===== config.mk =====
export PLATFORM = sky130hd
export DESIGN_NAME = morse_game_ctrl
export DESIGN_NICKNAME = d
export VERILOG_FILES = /design/src/rtl/morse_game_pkg.sv /design/src/rtl/morse_idle_timer.sv /design/src/rtl/morse_game_ctrl.sv
export SDC_FILE = /design/constraint.sdc
export NUM_CORES = 1
export LEC_CHECK = 0
export CAP_MARGIN = 40
export CELL_PAD_IN_SITES_DETAIL_PLACEMENT = 0
export CELL_PAD_IN_SITES_GLOBAL_PLACEMENT = 1
export CORE_ASPECT_RATIO = 0.9
export CORE_MARGIN = 2
export CORE_UTILIZATION = 50
export DETAILED_ROUTE_END_ITERATION = 16
export DONT_BUFFER_PORTS = 1
export PLACE_DENSITY = 0.95
export SLEW_MARGIN = 10
export SYNTH_ARGS = -nofsm -noshare
export SYNTH_HDL_FRONTEND = slang
export SYNTH_SLANG_ARGS = --single-unit

===== constraint.sdc =====
create_clock -name clk -period 3.45 [get_ports clk]
set_input_delay 1.035 -clock clk [delete_from_list [all_inputs] [get_ports clk]]
set_output_delay 1.035 -clock clk [all_outputs]
set_load 0.005 [all_outputs]

===== src/rtl/morse_game_pkg.sv =====
//------------------------------------------------------------------------------
// Module  : morse_game_pkg
// Brief   : Game-state encodings and shared constants for the Morse trainer.
// Revision: 1.0
//------------------------------------------------------------------------------
`default_nettype none

package morse_game_pkg;

    localparam int STATE_W = 3;

    localparam logic [STATE_W-1:0] ST_START       = 3'd0;
    localparam logic [STATE_W-1:0] ST_PRACTICE    = 3'd1;
    localparam logic [STATE_W-1:0] ST_PLAY        = 3'd2;
    localparam logic [STATE_W-1:0] ST_LEVEL_CLEAR = 3'd3;
    localparam logic [STATE_W-1:0] ST_DONE        = 3'd4;

    localparam logic [7:0] ASCII_SPACE = 8'h20;

endpackage

`default_nettype wire


===== src/rtl/morse_idle_timer.sv =====
//------------------------------------------------------------------------------
// Module  : morse_idle_timer
// Brief   : Per-letter idle timer; expire is high on the last count of a period.
// Revision: 1.0
//------------------------------------------------------------------------------
`default_nettype none

module morse_idle_timer #(
    parameter int TIMEOUT_CYC = 0
) (
    input  logic clk,
    input  logic reset,
    input  logic en,
    input  logic clr,
    output logic expire
);

    generate
        if (TIMEOUT_CYC > 0) begin : g_timer
            localparam int CW = (TIMEOUT_CYC > 1) ? $clog2(TIMEOUT_CYC) : 1;
            localparam logic [CW-1:0] LAST = CW'(TIMEOUT_CYC - 1);

            logic [CW-1:0] r_count;

            always_ff @(posedge clk or negedge reset) begin
                if (!reset) begin
                    r_count <= '0;
                end else if (clr || !en || (r_count == LAST)) begin
                    r_count <= '0;
                end else begin
                    r_count <= r_count + 1'b1;
                end
            end

            // A clear in the expiry cycle (e.g. a new letter) cancels the timeout.
            assign expire = en && !clr && (r_count == LAST);
        end else begin : g_no_timer
            logic unused_ok;
            assign unused_ok = &{1'b0, clk, reset, en, clr};
            assign expire    = 1'b0;
        end
    endgenerate

endmodule

`default_nettype wire


===== src/rtl/morse_game_ctrl.sv =====
//------------------------------------------------------------------------------
// Module  : morse_game_ctrl
// Brief   : Game-flow controller: checks decoded letters against per-level words.
// Revision: 1.0
//------------------------------------------------------------------------------
`default_nettype none

module morse_game_ctrl
    import morse_game_pkg::*;
#(
    parameter int NUM_LEVELS  = 3,
    parameter int LVL_W       = 3,
    parameter int IDX_W       = 4,
    parameter int CNT_W       = 5,
    parameter int TIMEOUT_CYC = 0,
    parameter int PRACTICE_EN = 1
) (
    input  logic                 clk,
    input  logic                 reset,
    input  logic                 dot_pulse,
    input  logic                 dash_pulse,
    input  logic                 menu_pulse,
    input  logic                 letter_valid,
    input  logic [7:0]           letter,
    input  logic [7:0]           tgt_char,
    input  logic [IDX_W:0]       tgt_len,
    output logic [LVL_W-1:0]     tgt_level,
    output logic [IDX_W-1:0]     tgt_idx,
    output logic [STATE_W-1:0]   game_state,
    output logic [CNT_W-1:0]     letter_cnt,
    output logic [CNT_W-1:0]     err_cnt,
    output logic                 level_done,
    output logic                 game_done
);

    localparam logic [LVL_W-1:0] LAST_LEVEL = LVL_W'(NUM_LEVELS - 1);

    logic [STATE_W-1:0] r_state,  w_state_nxt;
    logic [LVL_W-1:0]   r_level,  w_level_nxt;
    logic [IDX_W-1:0]   r_idx,    w_idx_nxt;
    logic [CNT_W-1:0]   r_lcnt,   w_lcnt_nxt;
    logic [CNT_W-1:0]   r_err,    w_err_nxt;
    logic               r_level_done;
    logic               r_game_done;

    logic               w_match;
    logic               w_last;
    logic               w_enter_play;
    logic               w_expire;
    logic [CNT_W-1:0]   w_err_inc;

    assign w_match   = (letter == tgt_char);
    assign w_last    = ({1'b0, r_idx} == (tgt_len - 1'b1));
    assign w_err_inc = (&r_err) ? r_err : (r_err + 1'b1);

    morse_idle_timer #(
        .TIMEOUT_CYC (TIMEOUT_CYC)
    ) u_idle_timer (
        .clk    (clk),
        .reset  (reset),
        .en     (r_state == ST_PLAY),
        .clr    (letter_valid | menu_pulse | w_enter_play),
        .expire (w_expire)
    );

    always_comb begin
        w_state_nxt  = r_state;
        w_level_nxt  = r_level;
        w_idx_nxt    = r_idx;
        w_lcnt_nxt   = r_lcnt;
        w_err_nxt    = r_err;
        w_enter_play = 1'b0;

        if (menu_pulse) begin
            w_state_nxt = ST_START;
            w_level_nxt = '0;
            w_idx_nxt   = '0;
            w_lcnt_nxt  = '0;
            w_err_nxt   = '0;
        end else begin
            case (r_state)
                ST_START: begin
                    if (dot_pulse && (PRACTICE_EN != 0)) begin
                        w_state_nxt = ST_PRACTICE;
                    end else if (dash_pulse) begin
                        w_state_nxt  = ST_PLAY;
                        w_level_nxt  = '0;
                        w_idx_nxt    = '0;
                        w_enter_play = 1'b1;
                    end
                end
                ST_PRACTICE: begin
                    if (letter_valid) begin
                        w_lcnt_nxt = r_lcnt + 1'b1;
                    end
                end
                ST_PLAY: begin
                    // An empty target word clears the level without waiting for input.
                    if (tgt_len == '0) begin
                        w_state_nxt = ST_LEVEL_CLEAR;
                        w_idx_nxt   = '0;
                    end else if (letter_valid) begin
                        if (w_match && w_last) begin
                            w_state_nxt = ST_LEVEL_CLEAR;
                            w_idx_nxt   = '0;
                        end else if (w_match) begin
                            w_idx_nxt = r_idx + 1'b1;
                        end else begin
                            w_idx_nxt = '0;
                            w_err_nxt = w_err_inc;
                        end
                    end else if (w_expire) begin
                        w_idx_nxt = '0;
                        w_err_nxt = w_err_inc;
                    end
                end
                ST_LEVEL_CLEAR: begin
                    if (dash_pulse) begin
                        if (r_level == LAST_LEVEL) begin
                            w_state_nxt = ST_DONE;
                        end else begin
                            w_state_nxt  = ST_PLAY;
                            w_level_nxt  = r_level + 1'b1;
                            w_enter_play = 1'b1;
                        end
                    end
                end
                ST_DONE: begin
                    w_state_nxt = ST_DONE;
                end
                default: begin
                    w_state_nxt = ST_START;
                end
            endcase
        end
    end

    always_ff @(posedge clk or negedge reset) begin
        if (!reset) begin
            r_state      <= ST_START;
            r_level      <= '0;
            r_idx        <= '0;
            r_lcnt       <= '0;
            r_err        <= '0;
            r_level_done <= 1'b0;
            r_game_done  <= 1'b0;
        end else begin
            r_state      <= w_state_nxt;
            r_level      <= w_level_nxt;
            r_idx        <= w_idx_nxt;
            r_lcnt       <= w_lcnt_nxt;
            r_err        <= w_err_nxt;
            r_level_done <= (w_state_nxt == ST_LEVEL_CLEAR);
            r_game_done  <= (w_state_nxt == ST_DONE) && (r_state != ST_DONE);
        end
    end

    assign game_state = r_state;
    assign tgt_level  = r_level;
    assign tgt_idx    = r_idx;
    assign letter_cnt = r_lcnt;
    assign err_cnt    = r_err;
    assign level_done = r_level_done;
    assign game_done  = r_game_done;

endmodule

`default_nettype wire


==> impl_metrics.csv, run 1 <==
group,metric,value,unit
yosys,synthesis.area,1441,um^2
critical_path,critical_path_required,3.66,ns
power,combPwrFrac,12.6,%
critical_path,cp_common_cell,"ha_1",
route,dr.first_iter.drc_count,64,
yosys,ys_ff_latch,22,
power,powerDensity,359.0,nW/um^2
global_route,grt_pass1_vias,1065,
critical_path,reg2reg_to,"err_cnt[1]",
timing,tns,0,ns
power,swShare,23.68,%
yosys,synth_nets,182,
global_route,grtUsageTotal,18.68,%
timing,slew_headroom,66.86,%
flow_run,max_cap_violations,0,
finish,final_layout_size_suffix_gt1_share,10.20,%
status,status,"finished clean",
clocking,cts_root_buf,"clkbuf_4",
route,drtAntennaViolNets,0,
global_route,grt_max_degree,23,
critical_path,r2r_start,"err_cnt[0]",
power,fin_total_pwr,546.7,uW
timing,fin_skew,0.006304,ns
route,firstDrtPassIters,7,
critical_path,cp_slowest_cell,"dfrtp_1",
yosys,synth_edf_count,0,
clocking,clkTransAtPathRegs,0.13,ns
timing,setup_viol,0,
yosys,ys_seq_area_share,38.19,%
route,vias_per_cell,5.759,
placement,gp_congestion,0.7833,
finish,mostFrequentLayoutCells,"22 x dfrtp_1, 17 x nor2_1, 13 x xor2_1",
floorplanning,initial_core_util,52.46,%
yosys,syn_inst,148,
clocking,cts_buffers,3,
power,power.switching,129.5,uW
timing,rsz0062_at_grt,"false",
floorplanning,dieArea,3329,um^2
clocking,cts_buffer_depth,2,
floorplanning,ios,49,
critical_path,worstPathCellList,"ha_1 > and3_1 > ha_1 > nor4b_1 > nand3_1 > a21oi_1 > mux2i_1 > nor2_1",
finish,register_area,550.5,um^2
power,p_leak,0.0006544,uW
clocking,post_cts_buffers,0,
placement,dp_hpwl,2.104,mm
global_route,grt_overflow,0,
yosys,synth_ff_type,"dfrtp_1",
yosys,ys_warn_count,0,
floorplanning,die_w,60.60,um
power,ir_drop,0.0002694,V
route,wl_per_cell,14.81,um
critical_path,r2r_slack,1.11,ns
floorplanning,placement_rows,18,
yosys,async_flop_share,100.0,%
critical_path,cpPeakStageDelay,0.45,ns
timing,hold_viol_final,0,
critical_path,startpoint,"err_cnt[0]",
floorplanning,die_h,54.94,um
finish,final_common_cell,"dfrtp_1",
finish,multi_input_area,854.6,um^2
timing,slew_viol_final,0,
critical_path,crit_type,"register to register",
critical_path,arrival,2.55,ns
yosys,ys_types,48,
timing,tightest_slew,0.4972,ns
route,wirelength,2.769,mm
timing,fmax,427.5,MHz
clocking,htree_num_levels,1,
placement,io_buffers,0,
clocking,cts_tree,"built",
critical_path,r2r_cells,8,
finish,nets,182,
timing,finalCritPeriodShare,67.81,%
power,pwr-share-seq,51.1,%
clocking,cts_sinks,22,
finish,antennaDiodeCount,0,
finish,fillers,262,
route,post-route-drc-count,0,
clocking,cts_resized,0,
global_route,antenna_found_initial,0,
critical_path,path_max_fanout,5,
timing,fin_crit,2.339,ns
global_route,grt_first_pass_wirelength,4.685,mm
clocking,postCtsHoldBufs,0,
power,internal-power,417.2,uW
finish,area_delta_synth_final,5.642,%
hold_path,hold_class,"input port to asynchronous set/reset pin",
clocking,clock_latency,0.31,ns
floorplanning,coreArea,2748,um^2
timing,setup_slack,1.111,ns
yosys,syn_area_per_cell,9.739,um^2
critical_path,startpoint_type,"register",
route,vias,1077,
critical_path,end_kind,"register",
placement,post-place-ws,0.7974,ns
power,clkPwrFrac,36.4,%
layout make-up:
class | instances | share of cell area, %
clock inverter | 1 | 1.972
tap | 40 | 3.287
multi-input combinational | 117 | 56.12
sequential | 22 | 36.15
inverter | 4 | 0.9860
clock buffer | 3 | 1.479
kinds of logic after synthesis:
logic type                 Yosys count  share of synthesized area (%)
AOI/OAI and AO/OA                   25                          13.19
xor gates and xnor gates            19                          12.59
adders and majority gates            7                          6.076
buffers and inverters                9                          2.517
DFF                                 22                          38.19
muxes                                3                          2.083
and+or+nand+nor                     63                          25.35
state kept, by name (all words and copies together), names as in the netlist:
| register | flops |
|---|---|
| level_done | 1 |
| tgt_idx | 4 |
| game_done | 1 |
| tgt_level | 3 |
| err_cnt | 5 |
| letter_cnt | 5 |
| game_state | 3 |
worst max-delay path by stage:
| stage | to | slack [ns] | depth (start not counted) |
|---|---|---|---|
| global route | err_cnt[1] | 0.81 | 8 |
| floorplan | tgt_idx[0] | 0.90 | 7 |
| detailed placement | tgt_idx[0] | 0.80 | 7 |
| global placement | tgt_idx[3] | 0.83 | 7 |
| finish | err_cnt[1] | 1.11 | 8 |
| CTS | err_cnt[1] | 1.10 | 8 |
stage by stage:
step | utilization [%] | cells | area (um^2) | hold WS [ns]
finish | 55.42 | 187 | 1523 | 0.3938
detailed placement | 53.51 | 183 | 1470 | 0.5641
CTS | 55.42 | 187 | 1523 | 0.3854
global route | 55.42 | 187 | 1523 | 0.3678
global placement | 53.51 | 183 | 1470 | 0.5515
floorplan | - | 148 | 1441 | 0.5249
cells in the mapped netlist, types with 2 or more instances:
master | instances | area [um^2]
a31oi_1 | 2 | 12.51
nand4_1 | 2 | 12.51
a211oi_1 | 3 | 22.52
clkbuf_1 | 2 | 7.510
buf_2 | 2 | 10.01
nor2_1 | 17 | 63.81
or3_1 | 3 | 18.77
nor4_2 | 2 | 25.02
nand3b_1 | 2 | 15.01
xor2_1 | 13 | 113.9
a21oi_1 | 4 | 20.02
nand3_1 | 4 | 20.02
nor3_1 | 3 | 15.01
xnor2_1 | 5 | 43.79
dfrtp_1 | 22 | 550.5
o21ai_0 | 2 | 10.01
nor2b_1 | 4 | 25.02
nand2b_1 | 2 | 12.51
inv_1 | 4 | 15.01
nand2_1 | 12 | 45.04
mux2i_1 | 3 | 30.03
ha_1 | 7 | 87.58
and3_1 | 3 | 18.77
critical path, delay by kind of cell (launching register included):
| family | cells | cell delay [ns] |
|---|---|---|
| compound gates | 1 | 0.44 |
| fa+ha+maj | 2 | 0.42 |
| flops | 1 | 0.45 |
| mux | 1 | 0.25 |
| simple gates | 4 | 0.67 |
layer usage:
layer | routed length [um] | vias up | GRT usage, %
met1 | 1241 | 523 | 24.63
met5 | 0 | - | 0
met4 | 0 | 0 | 2.174
met3 | 197 | 0 | 5.349
li1 | - | 527 | -
met2 | 1329 | 27 | 31.72
power groups by stage:
stage	registers (uW)	clock network (uW)	logic [uW]
floorplan	276	0	69.1
global placement	283	0	67.2
detailed placement	284	0	68.6
CTS	279	203	69.1
global route	282	215	78.7
finish	279	199	68.7
Note: power is estimated with default switching activity, not from simulation.
==> run 2: changes to the inputs <==
Settings changed: CORE_UTILIZATION 50 to 46, PLACE_DENSITY 0.95 to 0.9.
Clock period 3.45 ns to 2.4 ns, I/O delays scaled along.
==> run 2 against run 1 <==
Sequential share of layout area about the same; largest power group unchanged; highest routed layer is now met4; total power is 22% higher; final area hardly changed; setup slack lost 0.88 ns; worst hold slack got worse by 0.30 ns; non-clock buffer count rose by 3.
==> impl_metrics.csv, run 2 (synthesized netlist as in run 1, its figures left out) <==
group,metric,value,unit
finish,final_layout_size_suffix_gt1_share,12.08,%
critical_path,crit_type,"input port to register",
route,drtAntennaViolNets,0,
timing,tns,0,ns
global_route,grt_pass1_vias,1123,
placement,post-place-ws,-0.04751,ns
timing,whs,0.09103,ns
placement,placed_area,1495,um^2
finish,fillers,290,
finish,area_delta_synth_final,5.556,%
placement,place_inst,188,
route,wl_per_cell,15.33,um
finish,layout.cells.non_filler,191,
floorplanning,die_h,57.11,um
clocking,cts_tree,"built",
hold_path,hold_class,"input port to asynchronous set/reset pin",
global_route,antenna_found_initial,0,
global_route,grtUsageTotal,17.49,%
finish,mostFrequentLayoutCells,"22 x dfrtp_1, 17 x nor2_1, 13 x xor2_1",
clocking,postCtsHoldBufs,0,
clocking,cts_buffer_depth,2,
timing,fmax,461.1,MHz
clocking,cts_buffers,3,
status,status,"finished clean",
finish,register_area,550.5,um^2
timing,slew_viol_final,0,
timing,setup_slack,0.2312,ns
critical_path,path_max_fanout,4,
finish,nets,185,
floorplanning,ios,49,
critical_path,arrival,2.42,ns
route,vias_per_cell,5.770,
placement,dp_hpwl,2.282,mm
route,dr.first_iter.drc_count,28,
route,vias,1102,
clocking,cts_sinks,22,
floorplanning,placement_rows,19,
global_route,grt_first_pass_wirelength,5.016,mm
placement,io_buffers,0,
route,post-route-drc-count,0,
power,p_leak,0.0006559,uW
critical_path,critical_path_required,2.65,ns
finish,final_common_cell,"dfrtp_1",
finish,postLayoutCellArea,1521,um^2
timing,slew_headroom,69.37,%
clocking,clock_latency,0.30,ns
global_route,grt_overflow,0,
timing,fin_crit,2.169,ns
flow_run,max_cap_violations,0,
finish,antennaDiodeCount,0,
timing,rsz0062_at_grt,"false",
clocking,htree_num_levels,1,
finish,multi_input_area,858.3,um^2
timing,setup_viol,0,
floorplanning,coreArea,3019,um^2
route,wirelength,2.928,mm
critical_path,end_kind,"register",
route,firstDrtPassIters,4,
timing,fin_skew,0.01306,ns
critical_path,startpoint_type,"input port",
global_route,grt_max_degree,23,
clocking,cts_root_buf,"clkbuf_4",
clocking,clkTransAtPathRegs,0.12,ns
timing,finalCritPeriodShare,90.37,%
floorplanning,initial_core_util,47.74,%
floorplanning,die_w,63.01,um
critical_path,r2r_cells,8,
power,ir_drop,0.0003231,V
floorplanning,dieArea,3598,um^2
timing,tightest_slew,0.4595,ns
placement,gp_congestion,0.7909,
timing,hold_viol_final,0,
power,powerDensity,439.3,nW/um^2
run 2: cell count changes in the layout (fill, tap and decap cells not counted), sizes merged:
cell,before,now
buf,0,3
bufinv,1,0
run 2: through the flow:
| stage | power (uW) | util [%] |
|---|---|---|
| finish | 668.4 | 50.39 |
| floorplan | 496.0 | - |
| global placement | 507.7 | 49.52 |
| detailed placement | 512.0 | 49.52 |
| CTS | 676.5 | 50.27 |
| global route | 715.6 | 50.39 |
run 2: final timing paths:
kind,from,slack (ns),endpoint
max,tgt_len[0],0.23,tgt_idx[3]
min,reset,0.09,tgt_idx[0]
max reg2reg,err_cnt[1],0.26,err_cnt[4]
min reg2reg,tgt_level[2],0.60,tgt_level[2]
max in group asynchronous,reset,2.22,err_cnt[1]
min in group clk,menu_pulse,0.46,letter_cnt[2]
run 2: final cells by class:
cell class	instances	area share [%]
Tap cell	42	3.454
Inverter	4	0.9868
Clock buffer	3	1.480
Sequential cell	22	36.18
Timing Repair Buffer	3	1.480
Multi-Input combinational cell	117	56.41
run 2: worst max-delay path: stages:
cell       delay (ns)
inv_1            0.05
ha_1             0.23
nor4b_2          0.32
o221ai_2         0.19
or3_1            0.37
a2111oi_0        0.42
a21o_1           0.13
run 2: per-layer routing:
layer	global-route usage [%]	vias up	wire length [um]
met5	0	-	0
met4	2.857	0	10
met3	5.917	2	210
met2	29.79	36	1400
met1	22.11	530	1306
li1	-	534	-
run 2: repair_timing:
action	in CTS	in global routing
resized for setup	0	1
setup endpoints to repair	0	4
setup buffers	0	0
run 2: report_power, final:
group | internal, uW | leakage [uW] | switching [uW]
combinational | 54.8 | 0.000338 | 51.5
clock | 58.5 | 0.0000138 | 104
sequential | 380 | 0.000304 | 19.8
